$ cat src/rtl/id_inst_queue_if.sv
// IF->ID handshake bundle for the instruction queue: push side from IF,
// pop side toward ID, plus the occupancy count.
interface id_inst_queue_if #(
    parameter int DATA_W = 32,
    parameter int PC_W   = 32,
    parameter int DEPTH  = 4
);
    localparam int ADDR_W = $clog2(DEPTH);

    logic              in_valid;
    logic [PC_W-1:0]   in_pc;
    logic [DATA_W-1:0] in_inst;
    logic              in_ready;
    logic              out_valid;
    logic [PC_W-1:0]   out_pc;
    logic [DATA_W-1:0] out_inst;
    logic              out_ready;
    logic [ADDR_W:0]   count;

    modport slave (
        input  in_valid, in_pc, in_inst, out_ready,
        output in_ready, out_valid, out_pc, out_inst, count
    );

    modport master (
        output in_valid, in_pc, in_inst, out_ready,
        input  in_ready, out_valid, out_pc, out_inst, count
    );
endinterface

$ cat src/rtl/id_inst_queue.sv
// DEPTH-entry circular FIFO of {pc, inst} between IF and ID with synchronous flush.
// Define ID_INST_QUEUE_BYPASS_EN for a zero-latency in->out path when empty and ID is ready.
module id_inst_queue #(
    parameter int DATA_W = 32,
    parameter int PC_W   = 32,
    parameter int DEPTH  = 4
) (
    input  logic              clk,
    input  logic              rst,
    input  logic              flush,
    id_inst_queue_if.slave    q
);
    localparam int ADDR_W = $clog2(DEPTH);
    localparam logic [ADDR_W:0] PTR_ONE = {{ADDR_W{1'b0}}, 1'b1};

    logic [ADDR_W:0]   wr_ptr_q, wr_ptr_d;
    logic [ADDR_W:0]   rd_ptr_q, rd_ptr_d;
    logic [PC_W-1:0]   pc_mem_q   [DEPTH];
    logic [DATA_W-1:0] inst_mem_q [DEPTH];

    logic empty, full, push, pop, bypass;

    always_comb begin
        empty = (wr_ptr_q == rd_ptr_q);
        full  = (wr_ptr_q[ADDR_W] != rd_ptr_q[ADDR_W]) &&
                (wr_ptr_q[ADDR_W-1:0] == rd_ptr_q[ADDR_W-1:0]);
`ifdef ID_INST_QUEUE_BYPASS_EN
        bypass = empty & q.in_valid & q.out_ready & ~flush;
`else
        bypass = 1'b0;
`endif
        // A bypassed entry is consumed directly, so it never occupies storage.
        push = q.in_valid & ~full & ~bypass & ~flush;
        pop  = ~empty & q.out_ready & ~flush;

        wr_ptr_d = wr_ptr_q;
        rd_ptr_d = rd_ptr_q;
        if (flush) begin
            wr_ptr_d = '0;
            rd_ptr_d = '0;
        end else begin
            if (push) wr_ptr_d = wr_ptr_q + PTR_ONE;
            if (pop)  rd_ptr_d = rd_ptr_q + PTR_ONE;
        end
    end

    always_ff @(posedge clk or posedge rst) begin
        if (rst) begin
            wr_ptr_q <= '0;
            rd_ptr_q <= '0;
        end else begin
            wr_ptr_q <= wr_ptr_d;
            rd_ptr_q <= rd_ptr_d;
        end
    end

    // Storage is not reset; stale contents stay hidden behind the empty gate.
    always_ff @(posedge clk) begin
        if (push) begin
            pc_mem_q[wr_ptr_q[ADDR_W-1:0]]   <= q.in_pc;
            inst_mem_q[wr_ptr_q[ADDR_W-1:0]] <= q.in_inst;
        end
    end

    always_comb begin
        q.in_ready  = ~full;
        q.count     = wr_ptr_q - rd_ptr_q;
        q.out_valid = ~empty;
        q.out_pc    = '0;
        q.out_inst  = '0;
        if (!empty) begin
            q.out_pc   = pc_mem_q[rd_ptr_q[ADDR_W-1:0]];
            q.out_inst = inst_mem_q[rd_ptr_q[ADDR_W-1:0]];
        end
        if (bypass) begin
            q.out_valid = 1'b1;
            q.out_pc    = q.in_pc;
            q.out_inst  = q.in_inst;
        end
    end
endmodule

$ cat src/flat_wrapper.sv
// flat-port wrapper written by rule: the top's interface ports become plain ports
module id_inst_queue_flat 
#(
    parameter int DATA_W = 32,
    parameter int PC_W   = 32,
    parameter int DEPTH  = 4
)
  (clk, rst, flush, q_in_valid, q_in_pc, q_in_inst, q_out_ready, q_in_ready, q_out_valid, q_out_pc, q_out_inst, q_count);
  id_inst_queue_if #(.DATA_W(DATA_W), .PC_W(PC_W), .DEPTH(DEPTH)) q_i ();
  input  logic clk;
  input  logic rst;
  input  logic flush;
  input wire logic [$bits(q_i.in_valid)-1:0] q_in_valid;
  input wire logic [$bits(q_i.in_pc)-1:0] q_in_pc;
  input wire logic [$bits(q_i.in_inst)-1:0] q_in_inst;
  input wire logic [$bits(q_i.out_ready)-1:0] q_out_ready;
  output wire logic [$bits(q_i.in_ready)-1:0] q_in_ready;
  output wire logic [$bits(q_i.out_valid)-1:0] q_out_valid;
  output wire logic [$bits(q_i.out_pc)-1:0] q_out_pc;
  output wire logic [$bits(q_i.out_inst)-1:0] q_out_inst;
  output wire logic [$bits(q_i.count)-1:0] q_count;
  assign q_i.in_valid = q_in_valid;
  assign q_i.in_pc = q_in_pc;
  assign q_i.in_inst = q_in_inst;
  assign q_i.out_ready = q_out_ready;
  assign q_in_ready = q_i.in_ready;
  assign q_out_valid = q_i.out_valid;
  assign q_out_pc = q_i.out_pc;
  assign q_out_inst = q_i.out_inst;
  assign q_count = q_i.count;
  id_inst_queue #(.DATA_W(DATA_W), .PC_W(PC_W), .DEPTH(DEPTH)) u_core (.clk(clk), .rst(rst), .flush(flush), .q(q_i));
endmodule
$ cat config.mk
export PLATFORM = sky130hd
export DESIGN_NAME = id_inst_queue_flat
export DESIGN_NICKNAME = d
export VERILOG_FILES = /design/src/rtl/id_inst_queue_if.sv /design/src/rtl/id_inst_queue.sv /design/src/flat_wrapper.sv
export SDC_FILE = /design/constraint.sdc
export NUM_CORES = 1
export LEC_CHECK = 0
export ABC_AREA = 0
export ABC_CLOCK_PERIOD_IN_PS = 7800
export BUFFER_PORTS_ARGS = -buffer_cell sky130_fd_sc_hd__buf_2
export CAP_MARGIN = 20
export CORE_MARGIN = 3
export CORE_UTILIZATION = 50
export CTS_BUF_LIST = sky130_fd_sc_hd__clkbuf_8
export DETAILED_ROUTE_END_ITERATION = 16
export MAX_ROUTING_LAYER = met4
export PLACE_DENSITY_LB_ADDON = 0.25
export RECOVER_POWER = 100
export SETUP_SLACK_MARGIN = 0.02
export SLEW_MARGIN = 0
export SYNTH_ARGS = -nofsm -noshare
export SYNTH_HDL_FRONTEND = slang
export SYNTH_SLANG_ARGS = --single-unit
$ cat constraint.sdc
create_clock -name clk -period 7.8 [get_ports clk]
set_input_delay 1.56 -clock clk [delete_from_list [all_inputs] [get_ports clk]]
set_output_delay 1.56 -clock clk [all_outputs]
set_load 0.01 [all_outputs]
==> metrics.md <==
| Metric | Value |
|---|---|
| Status | `finished, violations left` |
| Violated checks | `max-capacitance violations, max-slew violations` |
| Number of remaining DRC errors | `0` |
| Antenna-violating nets left | `0` |
| Slew HR | `-1.28` |
| Most common cell after layout, fill and taps aside | `edfxtp_1` |
| Initial core utilization | `0.519` |
| Fin worst setup slack | `2.47 ns` |
| Routability cong. | `0.709` |
| Die area | `22400 sq um` |
| Drt pass-1 iters | `4` |
| Clk sink count | `262` |
| Clock Tree Root | `clkbuf_8` |
| Worst Setup End Kind | `output pin` |
| Seq cells post-synth | `262` |
| Clk_skew | `0.0199 ns` |
| PD cells | `370 nW/um^2` |
| Initial antenna violation count | `1` |
| Post_cts resized | `0` |
| Netlist cell types | `34` |
| Num rows | `51` |
| Final setup viols | `0` |
| Post-synthesis sequential area ratio | `0.761` |
| Pre-CTS setup slack | `3.23 ns` |
| Nets@finish | `708` |
| Post-DP HPWL | `10400 um` |
| Drt total wl | `18900 um` |
| P_leak | `3.84 nW` |
| Mapped Area | `10300 sq um` |
| Number of global-route vias before repair | `5321` |
| Util after Layout | `0.593` |
| Clock-pin slew on the worst setup and hold paths | `0.06 ns` |
| Routed length per placed instance | `20.5 um` |
| Fin crit period | `5.33 ns` |
| Maximum vdd drop | `0.223 mV` |
| Fin crit share | `0.683` |
| Worst skew pair latency | `0.52 ns` |
| Die extent in y | `150 um` |
| Pins Over Slew Limit | `195` |
| # IOs | `138` |
| Worst Path Required | `6.24 ns` |
| Hold Fails Final Rpt | `0` |
| CTS Buffer Depth | `3` |
| Vias | `5002` |
| Post-synthesis cell count | `473` |
| Max cap viols | `3` |
| IO Port Bufs | `137` |
| Finished Layout Cells | `922` |
| Grt ovf | `0` |
| Width of the chip | `150 um` |
| Crit path max fanout | `67` |
| DP Cell Count | `852` |
| Final total power | `0.00435 W` |
| Setup crit start kind | `flop` |
| Worst Tran Pin Value | `3.41 ns` |
| Fmax | `188 MHz` |
| First-pass GRT wire length | `28900 um` |
| Setup CP Type | `flop to output pin` |
| Core area | `19800 sq um` |
| DR vias/cell | `5.43` |
| RSZ-0062 raised after global routing | `false` |
| CTS tree | `built` |
| Share of cells above drive strength 1 | `0.238` |
| CTS H-tree depth | `2` |
| Area delta synth->final | `14.2%` |
| GRT Total Usage | `0.175` |
| Fin Setup TNS | `0 ns` |
| Crit path DAT | `3.77 ns` |
| Starting DRC count in detailed routing | `247` |
| Hold Buf Count CTS | `0` |
| Mean post-synth cell area | `21.8 sq um` |
| Mapped Nets | `550` |
| Most frequent cells in the layout | `edfxtp_1 (256), clkbuf_1 (97), mux4_2 (64), clkbuf_8 (42), buf_2 (40)` |
| Post-CTS Setup Repair Bufs | `0` |
| Largest net degree at the start of global routing | `68` |
| Yosys warns | `0` |
| Worst min path class | `flop to flop` |
| Number of buffers created by CTS | `42` |
cell families (layout without fill, tap and decap cells):
logic type,Yosys count,after routing,share of synthesized area
multiplexers,64,64,0.140
adder cells (fa/ha/maj),8,8,0.0104
buffers and inverters,32,215,0.0207
AO/OA/AOI/OAI,7,7,0.00462
other,0,1,0
flip-flops,262,262,0.761
XOR/XNOR,2,2,0.00170
AND/OR/NAND/NOR,98,98,0.0615
synth_stat cells:
cell type / count / share of area
buf_2: 9 / 0.0044
mux4_2: 64 / 0.14
nand4b_1: 2 / 0.0017
dfrtp_1: 6 / 0.015
or3_1: 1 / 0.00061
fa_1: 1 / 0.0019
inv_1: 6 / 0.0022
nor4bb_1: 1 / 0.00097
and3b_1: 1 / 0.00085
nor3b_1: 2 / 0.0015
nand4_1: 2 / 0.0012
or4_1: 3 / 0.0022
a21oi_1: 2 / 0.00097
ha_1: 7 / 0.0085
xnor2_1: 2 / 0.0017
nand3_1: 3 / 0.0015
a211o_1: 2 / 0.0017
nand2_1: 5 / 0.0018
clkbuf_1: 10 / 0.0036
nor2_1: 2 / 0.00073
and3_1: 4 / 0.0024
buf_12: 4 / 0.0078
clkbuf_2: 1 / 0.00049
nor3_1: 1 / 0.00049
or2_2: 1 / 0.00061
buf_6: 2 / 0.0022
nor4b_4: 1 / 0.0023
edfxtp_1: 256 / 0.75
o211ai_1: 1 / 0.00073
nand2_2: 1 / 0.00061
and2_1: 64 / 0.039
a31oi_1: 2 / 0.0012
nor2b_1: 2 / 0.0012
and4b_1: 2 / 0.0019
area by class of cell:
class                           count  area (sq um)
Fill cell                        1555          8090
Sequential cell                   262          7850
Multi-Input combinational cell    179          2250
Timing Repair Buffer              140           599
Clock buffer                       42           578
Tap cell                          265           332
Clock inverter                     27           133
Inverter                            6          22.5
Antenna cell                        1          2.50
through the flow:
step	hold slack, ns	instance area [sq um]
2_1_floorplan	0.544	10300
3_3_place_gp	0.561	11200
3_5_place_dp	0.573	11200
4_1_cts	0.581	11900
5_1_grt	0.625	11800
6_report	0.581	11800
metal layers:
layer  GRT usage  part of all wire
met1       0.221              0.41
met2       0.288              0.51
met3      0.0391             0.062
met4      0.0522             0.016
met5           -                 0
state kept, by name, indices dropped and copies added (netlist names):
name	cells
u_core.inst_mem_q	128
u_core.pc_mem_q	128
u_core.rd_ptr_q	3
u_core.wr_ptr_q	3
power by group:
part	switching [W]	internal (W)	total (W)	leakage, nW
logic	0.000805	0.000702	0.00151	1.00
clock network	0.000480	0.000529	0.00101	0.435
registers	0.000141	0.00170	0.00184	2.40
total	0.00143	0.00293	0.00435	3.84
critical path: stages (launching register included):
cell and delay [ns]:
dfrtp_4 1.11, inv_1 0.26, ha_1 0.43, nand3_1 0.63, buf_12 0.45, and2_0 0.21, buf_2 0.16
worst paths after layout:
| kind | start | to | slack, ns | cells past startpoint |
|---|---|---|---|---|
| setup / recovery | u_core.rd_ptr_q[1]$_DFFE_PP0P_ | q_out_inst[12] | 2.47 | 6 |
| hold / removal | u_core.rd_ptr_q[2]$_DFFE_PP0P_ | u_core.rd_ptr_q[2]$_DFFE_PP0P_ | 0.58 | 2 |
| setup reg to reg | u_core.rd_ptr_q[1]$_DFFE_PP0P_ | u_core.pc_mem_q[3][7]$_DFFE_PP_ | 2.48 | 5 |
| hold reg to reg | u_core.rd_ptr_q[2]$_DFFE_PP0P_ | u_core.rd_ptr_q[2]$_DFFE_PP0P_ | 0.58 | 2 |
| max in group asynchronous | rst | u_core.rd_ptr_q[0]$_DFFE_PP0P_ | 6.59 | 2 |
| min in group asynchronous | rst | u_core.wr_ptr_q[0]$_DFFE_PP0P_ | 0.96 | 2 |
Note: power is estimated with default switching activity, not from simulation.
